===== src/rtl/img_pkg.sv =====
// Shared pixel/window types for the Sobel front end.
// Tap k of a window sits at bits [k*PIX_W +: PIX_W].
package img_pkg;

  localparam int PIX_W    = 8;
  localparam int WIN_TAPS = 9;
  localparam int WIN_W    = WIN_TAPS * PIX_W;

  typedef logic [PIX_W-1:0] pix_t;
  typedef logic [WIN_W-1:0] win_t;

  function automatic pix_t win_tap(
    input win_t w,
    input int   k
  );
    return w[k*PIX_W +: PIX_W];
  endfunction

endpackage


===== src/rtl/sobel_window_gen_if.sv =====
// Pixel-in / window-out bundle of the 3x3 window generator.
// master drives pixels; slave is the window generator.
interface sobel_window_gen_if #(
  parameter int IMG_WIDTH  = 64,
  parameter int IMG_HEIGHT = 48,
  parameter int PIX_W      = 8
);
  import img_pkg::*;

  logic                          sof;
  logic                          pix_valid;
  logic [PIX_W-1:0]              pix_data;
  logic                          win_valid;
  logic [WIN_TAPS*PIX_W-1:0]     win;
  logic [$clog2(IMG_HEIGHT)-1:0] win_row;
  logic [$clog2(IMG_WIDTH)-1:0]  win_col;
  logic                          frame_done;

  modport master (
    output sof, pix_valid, pix_data,
    input  win_valid, win, win_row,
    input  win_col, frame_done
  );

  modport slave (
    input  sof, pix_valid, pix_data,
    output win_valid, win, win_row,
    output win_col, frame_done
  );

endinterface


===== src/rtl/line_buffer.sv =====
// Single-port line memory: async read of old data, sync write.
// Holds {row r-2, row r-1} side by side at one column address.
module line_buffer #(
  parameter int DEPTH = 64,
  parameter int DW    = 16
) (
  input  logic                     clk,
  input  logic                     we,
  input  logic [$clog2(DEPTH)-1:0] addr,
  input  logic [DW-1:0]            wr_data,
  output logic [DW-1:0]            rd_data
);

  logic [DW-1:0] mem [DEPTH];

  assign rd_data = mem[addr];

  always_ff @(posedge clk) begin
    if (we) mem[addr] <= wr_data;
  end

endmodule


===== src/rtl/sobel_window_gen.sv =====
// Streaming 3x3 window generator with two line buffers.
// Windows are emitted one cycle after the pixel completing them.
module sobel_window_gen #(
  parameter int IMG_WIDTH  = 64,
  parameter int IMG_HEIGHT = 48,
  parameter int PIX_W      = 8
) (
  input  logic              clk,
  input  logic              rst_n,
  sobel_window_gen_if.slave bus
);
  import img_pkg::*;

  localparam int CW = $clog2(IMG_WIDTH);
  localparam int RW = $clog2(IMG_HEIGHT);
  localparam logic [CW-1:0] C_LAST = CW'(IMG_WIDTH - 1);
  localparam logic [RW-1:0] R_LAST = RW'(IMG_HEIGHT - 1);
  localparam int WW = WIN_TAPS * PIX_W;

  logic [CW-1:0]      c_q, c_d, cur_c;
  logic [RW-1:0]      r_q, r_d, cur_r;
  logic [2*PIX_W-1:0] lb_rd;
  logic [PIX_W-1:0]   t0, t1;
  logic               in_win;
  logic               last_pix;

  logic [WW-1:0]      w_q;
  logic               valid_q;
  logic               done_q;
  logic [RW-1:0]      row_q;
  logic [CW-1:0]      col_q;

  // sof forces the current pixel to (0,0), overriding any row wrap
  always_comb begin
    cur_c    = bus.sof ? '0 : c_q;
    cur_r    = bus.sof ? '0 : r_q;
    in_win   = (cur_r >= RW'(2)) && (cur_c >= CW'(2));
    last_pix = (cur_r == R_LAST) && (cur_c == C_LAST);
    c_d      = c_q;
    r_d      = r_q;
    if (bus.pix_valid) begin
      if (cur_c == C_LAST) begin
        c_d = '0;
        r_d = (cur_r == R_LAST) ? '0 : cur_r + 1'b1;
      end else begin
        c_d = cur_c + 1'b1;
        r_d = cur_r;
      end
    end else if (bus.sof) begin
      c_d = '0;
      r_d = '0;
    end
  end

  assign {t0, t1} = lb_rd;

  line_buffer #(
    .DEPTH (IMG_WIDTH),
    .DW    (2*PIX_W)
  ) u_lb (
    .clk     (clk),
    .we      (bus.pix_valid),
    .addr    (cur_c),
    .wr_data ({t1, bus.pix_data}),
    .rd_data (lb_rd)
  );

  always_ff @(posedge clk or negedge rst_n) begin
    if (!rst_n) begin
      c_q     <= '0;
      r_q     <= '0;
      w_q     <= '0;
      valid_q <= 1'b0;
      done_q  <= 1'b0;
      row_q   <= '0;
      col_q   <= '0;
    end else begin
      c_q     <= c_d;
      r_q     <= r_d;
      valid_q <= bus.pix_valid && in_win;
      done_q  <= bus.pix_valid && last_pix;
      if (bus.pix_valid) begin
        for (int i = 0; i < 3; i++) begin
          w_q[(3*i)*PIX_W +: PIX_W] <=
            w_q[(3*i+1)*PIX_W +: PIX_W];
          w_q[(3*i+1)*PIX_W +: PIX_W] <=
            w_q[(3*i+2)*PIX_W +: PIX_W];
        end
        w_q[2*PIX_W +: PIX_W] <= t0;
        w_q[5*PIX_W +: PIX_W] <= t1;
        w_q[8*PIX_W +: PIX_W] <= bus.pix_data;
      end
      if (bus.pix_valid && in_win) begin
        row_q <= cur_r - 1'b1;
        col_q <= cur_c - 1'b1;
      end
    end
  end

  assign bus.win_valid  = valid_q;
  assign bus.frame_done = done_q;
  assign bus.win        = w_q;
  assign bus.win_row    = row_q;
  assign bus.win_col    = col_q;

endmodule


===== src/flat_wrapper.sv =====
// flat-port wrapper written by rule: the top's interface ports become plain ports
module sobel_window_gen_flat import img_pkg::*;
#(
  parameter int IMG_WIDTH  = 64,
  parameter int IMG_HEIGHT = 48,
  parameter int PIX_W      = 8
)
  (clk, rst_n, bus_sof, bus_pix_valid, bus_pix_data, bus_win_valid, bus_win, bus_win_row, bus_win_col, bus_frame_done);
  sobel_window_gen_if #(.IMG_WIDTH(IMG_WIDTH), .IMG_HEIGHT(IMG_HEIGHT), .PIX_W(PIX_W)) bus_i ();
  input  logic clk;
  input  logic rst_n;
  input wire logic [$bits(bus_i.sof)-1:0] bus_sof;
  input wire logic [$bits(bus_i.pix_valid)-1:0] bus_pix_valid;
  input wire logic [$bits(bus_i.pix_data)-1:0] bus_pix_data;
  output wire logic [$bits(bus_i.win_valid)-1:0] bus_win_valid;
  output wire logic [$bits(bus_i.win)-1:0] bus_win;
  output wire logic [$bits(bus_i.win_row)-1:0] bus_win_row;
  output wire logic [$bits(bus_i.win_col)-1:0] bus_win_col;
  output wire logic [$bits(bus_i.frame_done)-1:0] bus_frame_done;
  assign bus_i.sof = bus_sof;
  assign bus_i.pix_valid = bus_pix_valid;
  assign bus_i.pix_data = bus_pix_data;
  assign bus_win_valid = bus_i.win_valid;
  assign bus_win = bus_i.win;
  assign bus_win_row = bus_i.win_row;
  assign bus_win_col = bus_i.win_col;
  assign bus_frame_done = bus_i.frame_done;
  sobel_window_gen #(.IMG_WIDTH(IMG_WIDTH), .IMG_HEIGHT(IMG_HEIGHT), .PIX_W(PIX_W)) u_core (.clk(clk), .rst_n(rst_n), .bus(bus_i));
endmodule

===== config.mk =====
export PLATFORM = sky130hd
export DESIGN_NAME = sobel_window_gen_flat
export DESIGN_NICKNAME = d
export VERILOG_FILES = /design/src/rtl/img_pkg.sv /design/src/rtl/sobel_window_gen_if.sv /design/src/rtl/line_buffer.sv /design/src/rtl/sobel_window_gen.sv /design/src/flat_wrapper.sv
export SDC_FILE = /design/constraint.sdc
export NUM_CORES = 1
export LEC_CHECK = 0
export ABC_AREA = 1
export CAP_MARGIN = 10
export CELL_PAD_IN_SITES_DETAIL_PLACEMENT = 1
export CELL_PAD_IN_SITES_GLOBAL_PLACEMENT = 2
export CORE_MARGIN = 5
export CORE_UTILIZATION = 40
export CTS_CLUSTER_DIAMETER = 120
export CTS_CLUSTER_SIZE = 28
export DETAILED_ROUTE_END_ITERATION = 10
export GPL_TIMING_DRIVEN = 0
export PLACE_DENSITY_LB_ADDON = 0.1
export SYNTH_ARGS = -nofsm -noshare
export SYNTH_HDL_FRONTEND = slang
export SYNTH_SLANG_ARGS = --single-unit

===== constraint.sdc =====
create_clock -name clk -period 3.6 [get_ports clk]
set_input_delay 0.72 -clock clk [delete_from_list [all_inputs] [get_ports clk]]
set_output_delay 0.72 -clock clk [all_outputs]
set_load 0.005 [all_outputs]

==> flow_summary.ini <==
[placed_design]
dp_cells = 6298
gp_congestion = 0.8630
hpwlAfterDp_um = 124000
io_buffer_count = 97

[routing]
drc = 0
vias = 34810
wl_met1_um = 80650
routed_wl_um = 183500
wl_per_cell_um = 28.41
drt_iter0_drc = 4110
wl_met3_um = 14570
wl_met2_um = 81050
viasPerCell = 5.390
highest_layer = met4
ant_nets = 0
drtPass1Iterations = 5

[sta]
worst_pin_slew_ps = 1008
fmax_mhz = 274.8
slew_violations = 0
finalCritPeriodShare_pct = 101.1
finalHoldViolCount = 0
layout_min_cycle_time_ps = 3639
setup_viol = 25
worst_slack_ps = -39.45
fin_skew_ps = 54.41
slew_headroom_pct = 32.79

[floorplan]
io_pins = 98
rows = 126
dieArea_sq_um = 126300
start_util_pct = 40.34
die_w_um = 355.3
die_height_um = 355.3
fp.coreArea_sq_um = 118200

[clocking]
clock-sinks = 1122
cts_tree = done
cts_hold_buf = 0
clock_latency_ps = 730
htree_levels = 2
cts_root_buf = clkbuf_16
clk_path_buf_depth = 3
cts_made_buffers = 46
path_clk_slew_ps = 110

[pwr]
ir_drop_v = 0.0003721
p_leak_uw = 0.02296
power_uw = 24800
cellPowerDensity_nw_per_um2 = 451.7
seqPwrFrac_pct = 59.6
p_int_uw = 18010
power.switching_uw = 6796
combinationalPowerShare_pct = 13.6
clkPwrFrac_pct = 26.8
swShare_pct = 27.40

[synthesis]
async_reset_ff_share_pct = 8.734
synth-seq-cells = 1122
yosysTopAreaCellShare_pct = 64.46
synthFlopType = edfxtp_1
ys_top_cells_by_area = edfxtp_1 (64%), nand2_1 (15%), dfrtp_1 (5.1%)
synth.avg_cell_area_sq_um = 10.33
yosysWarningCount = 0
synth_cells = 4619
synth_edf_count = 1024
synth_area_sq_um = 47700
yosys.area.top_type = edfxtp_1
synth_fp_nets = 4637
synth.distinct_cells = 29
yosysSeqAreaShare_pct = 69.60

[setup_path]
cp_data_arrival_time_ps = 4210
start_kind = primary input
crit_required_ps = 4170
end_kind = flop
crit_type = primary input to flop
crit_fanout = 10

[global_route]
grt.total_usage_pct = 28.47
grt_start_max_net_pins = 66
grt_first_pass_wirelength_um = 255800
grt_antenna_before_repair = 7
grt-ovfl-total = 0
first_global_vias = 33800

[layout]
syn2layout_area_growth_pct = 15.11
instances_no_fill = 6458
fill_cells = 12910
drive_gt1_share_pct = 9.618
fin_nets = 4918

[outcome]
status = complete, but fails checks
failed_checks = setup timing

[flow_run]
cap_violations = 0

[worst_hold_path]
min_path_type = primary input to asynchronous set/reset pin
logic make-up after synthesis:
| group | share of synthesized area (%) |
|---|---|
| buffers and inverters | 6.759 |
| and+or+nand+nor | 21.48 |
| adders and majority gates | 0.1574 |
| AOI/OAI and AO/OA | 1.849 |
| xor gates and xnor gates | 0.1469 |
| DFF | 69.60 |
worst max-delay path, cell delays in order:
cell	delay [ps]
clkdlybuf4s50_1	610
inv_2	280
nand2_4	180
buf_2	240
buf_2	270
buf_2	330
o211ai_1	290
nand3_1	170
o21ai_1	350
nand3_1	260
nor2_1	390
nor2_1	70
per-layer routing:
| metal | track usage, % | vias to the layer above |
|---|---|---|
| li1 | - | 15430 |
| met1 | 41.58 | 17660 |
| met2 | 44.14 | 1429 |
| met3 | 4.238 | 286 |
| met4 | 8.976 | 0 |
| met5 | 0 | - |
cell usage in the layout (no fill, tap or decap), types with 3 or more instances in the layout:
cell / instances
nand2_1: 1846
edfxtp_1: 1024
inv_1: 580
nand3_1: 416
buf_2: 132
nor2_1: 129
dfrtp_1: 98
clkdlybuf4s50_1: 87
nor2_4: 74
o211ai_1: 66
clkbuf_1: 62
buf_4: 58
buf_12: 56
o21ai_0: 54
clkbuf_16: 47
nand3b_1: 25
buf_16: 20
buf_1: 16
nor2_2: 13
o21ai_1: 13
buf_8: 12
nand2_2: 8
nand2_4: 7
buf_6: 7
nand4_1: 7
clkbuf_2: 6
xor2_1: 6
ha_1: 6
inv_2: 5
diode_2: 4
clkbuf_4: 4
nand2_8: 4
nand3_4: 4
a21oi_1: 3
nand3_2: 3
o21ai_2: 3
registers in the layout, summed over array words and instances (netlist names):
signal,flops
u_core.bus.frame_done,1
u_core.bus.win_row,6
u_core.bus.win_valid,1
u_core.bus.win_col,6
u_core.bus.win,72
u_core.c_q,6
u_core.r_q,6
u_core.u_lb.mem,1024
final timing paths:
path                               startpoint            endpoint  slack, ps  depth (start not counted)
worst max-delay path                  bus_sof  u_core.bus.win[20]        -40                         12
worst min-delay path                    rst_n  u_core.bus.win[25]         30                          1
worst max register to register  u_core.c_q[0]  u_core.bus.win[21]        190                         14
worst min register to register  u_core.r_q[5]       u_core.r_q[5]        460                          1
max in group asynchronous               rst_n  u_core.bus.win[70]       2860                          2
min in group clk                u_core.r_q[5]       u_core.r_q[5]        460                          1
final cells by class:
type / instances / area [sq um] / area share, %
Antenna cell: 4 / 10.01 / 0.01823
Tap cell: 1536 / 1922 / 3.500
Inverter: 586 / 2203 / 4.013
Sequential cell: 1122 / 33200 / 60.47
Clock inverter: 3 / 62.56 / 0.1139
Clock buffer: 63 / 1236 / 2.251
Multi-Input combinational cell: 2697 / 12050 / 21.94
Timing Repair Buffer: 231 / 3156 / 5.747
Buffer: 216 / 1070 / 1.948
power groups by stage:
stage	Clock, uW	Sequential, uW	Combinational (uW)
6_report	6650	14800	3360
5_1_grt	7180	14800	3590
4_1_cts	6730	14800	3340
3_5_place_dp	0	15100	3240
3_3_place_gp	0	15200	3060
2_1_floorplan	0	15100	1390
timing repair:
item / CTS / global route
buffers inserted: 79 / 9
gates cloned: 3 / 0
pin swaps: 55 / 4
gates resized for setup: 81 / 16
setup endpoints to repair: 1527 / 247
Yosys cell counts, types with 6 or more instances:
library cell,instances
nand2_1,1857
edfxtp_1,1024
inv_1,581
nand3_1,421
nor2_1,202
buf_2,132
dfrtp_1,98
o211ai_1,66
o21ai_0,58
clkbuf_1,53
nand3b_1,25
buf_1,20
buf_4,12
nor2_2,12
o21ai_1,12
nand4_1,7
ha_1,6
xor2_1,6
metrics by stage:
step,utilization [%],hold slack [ps],cell area [sq um],setup slack [ps],setup TNS [ps]
final,46.44,33.97,54910,-39.45,-352.1
after global routing,46.43,52.41,54900,-16.21,-119.5
after CTS,46.29,17.27,54740,-18.34,-60.96
after detailed placement,43.92,441.1,51930,-1826,-2053510
after global placement,42.79,434.2,50590,-3860,-4371510
after floorplan,-,419.9,47700,332.4,0
(Power assumes the default switching activity.)
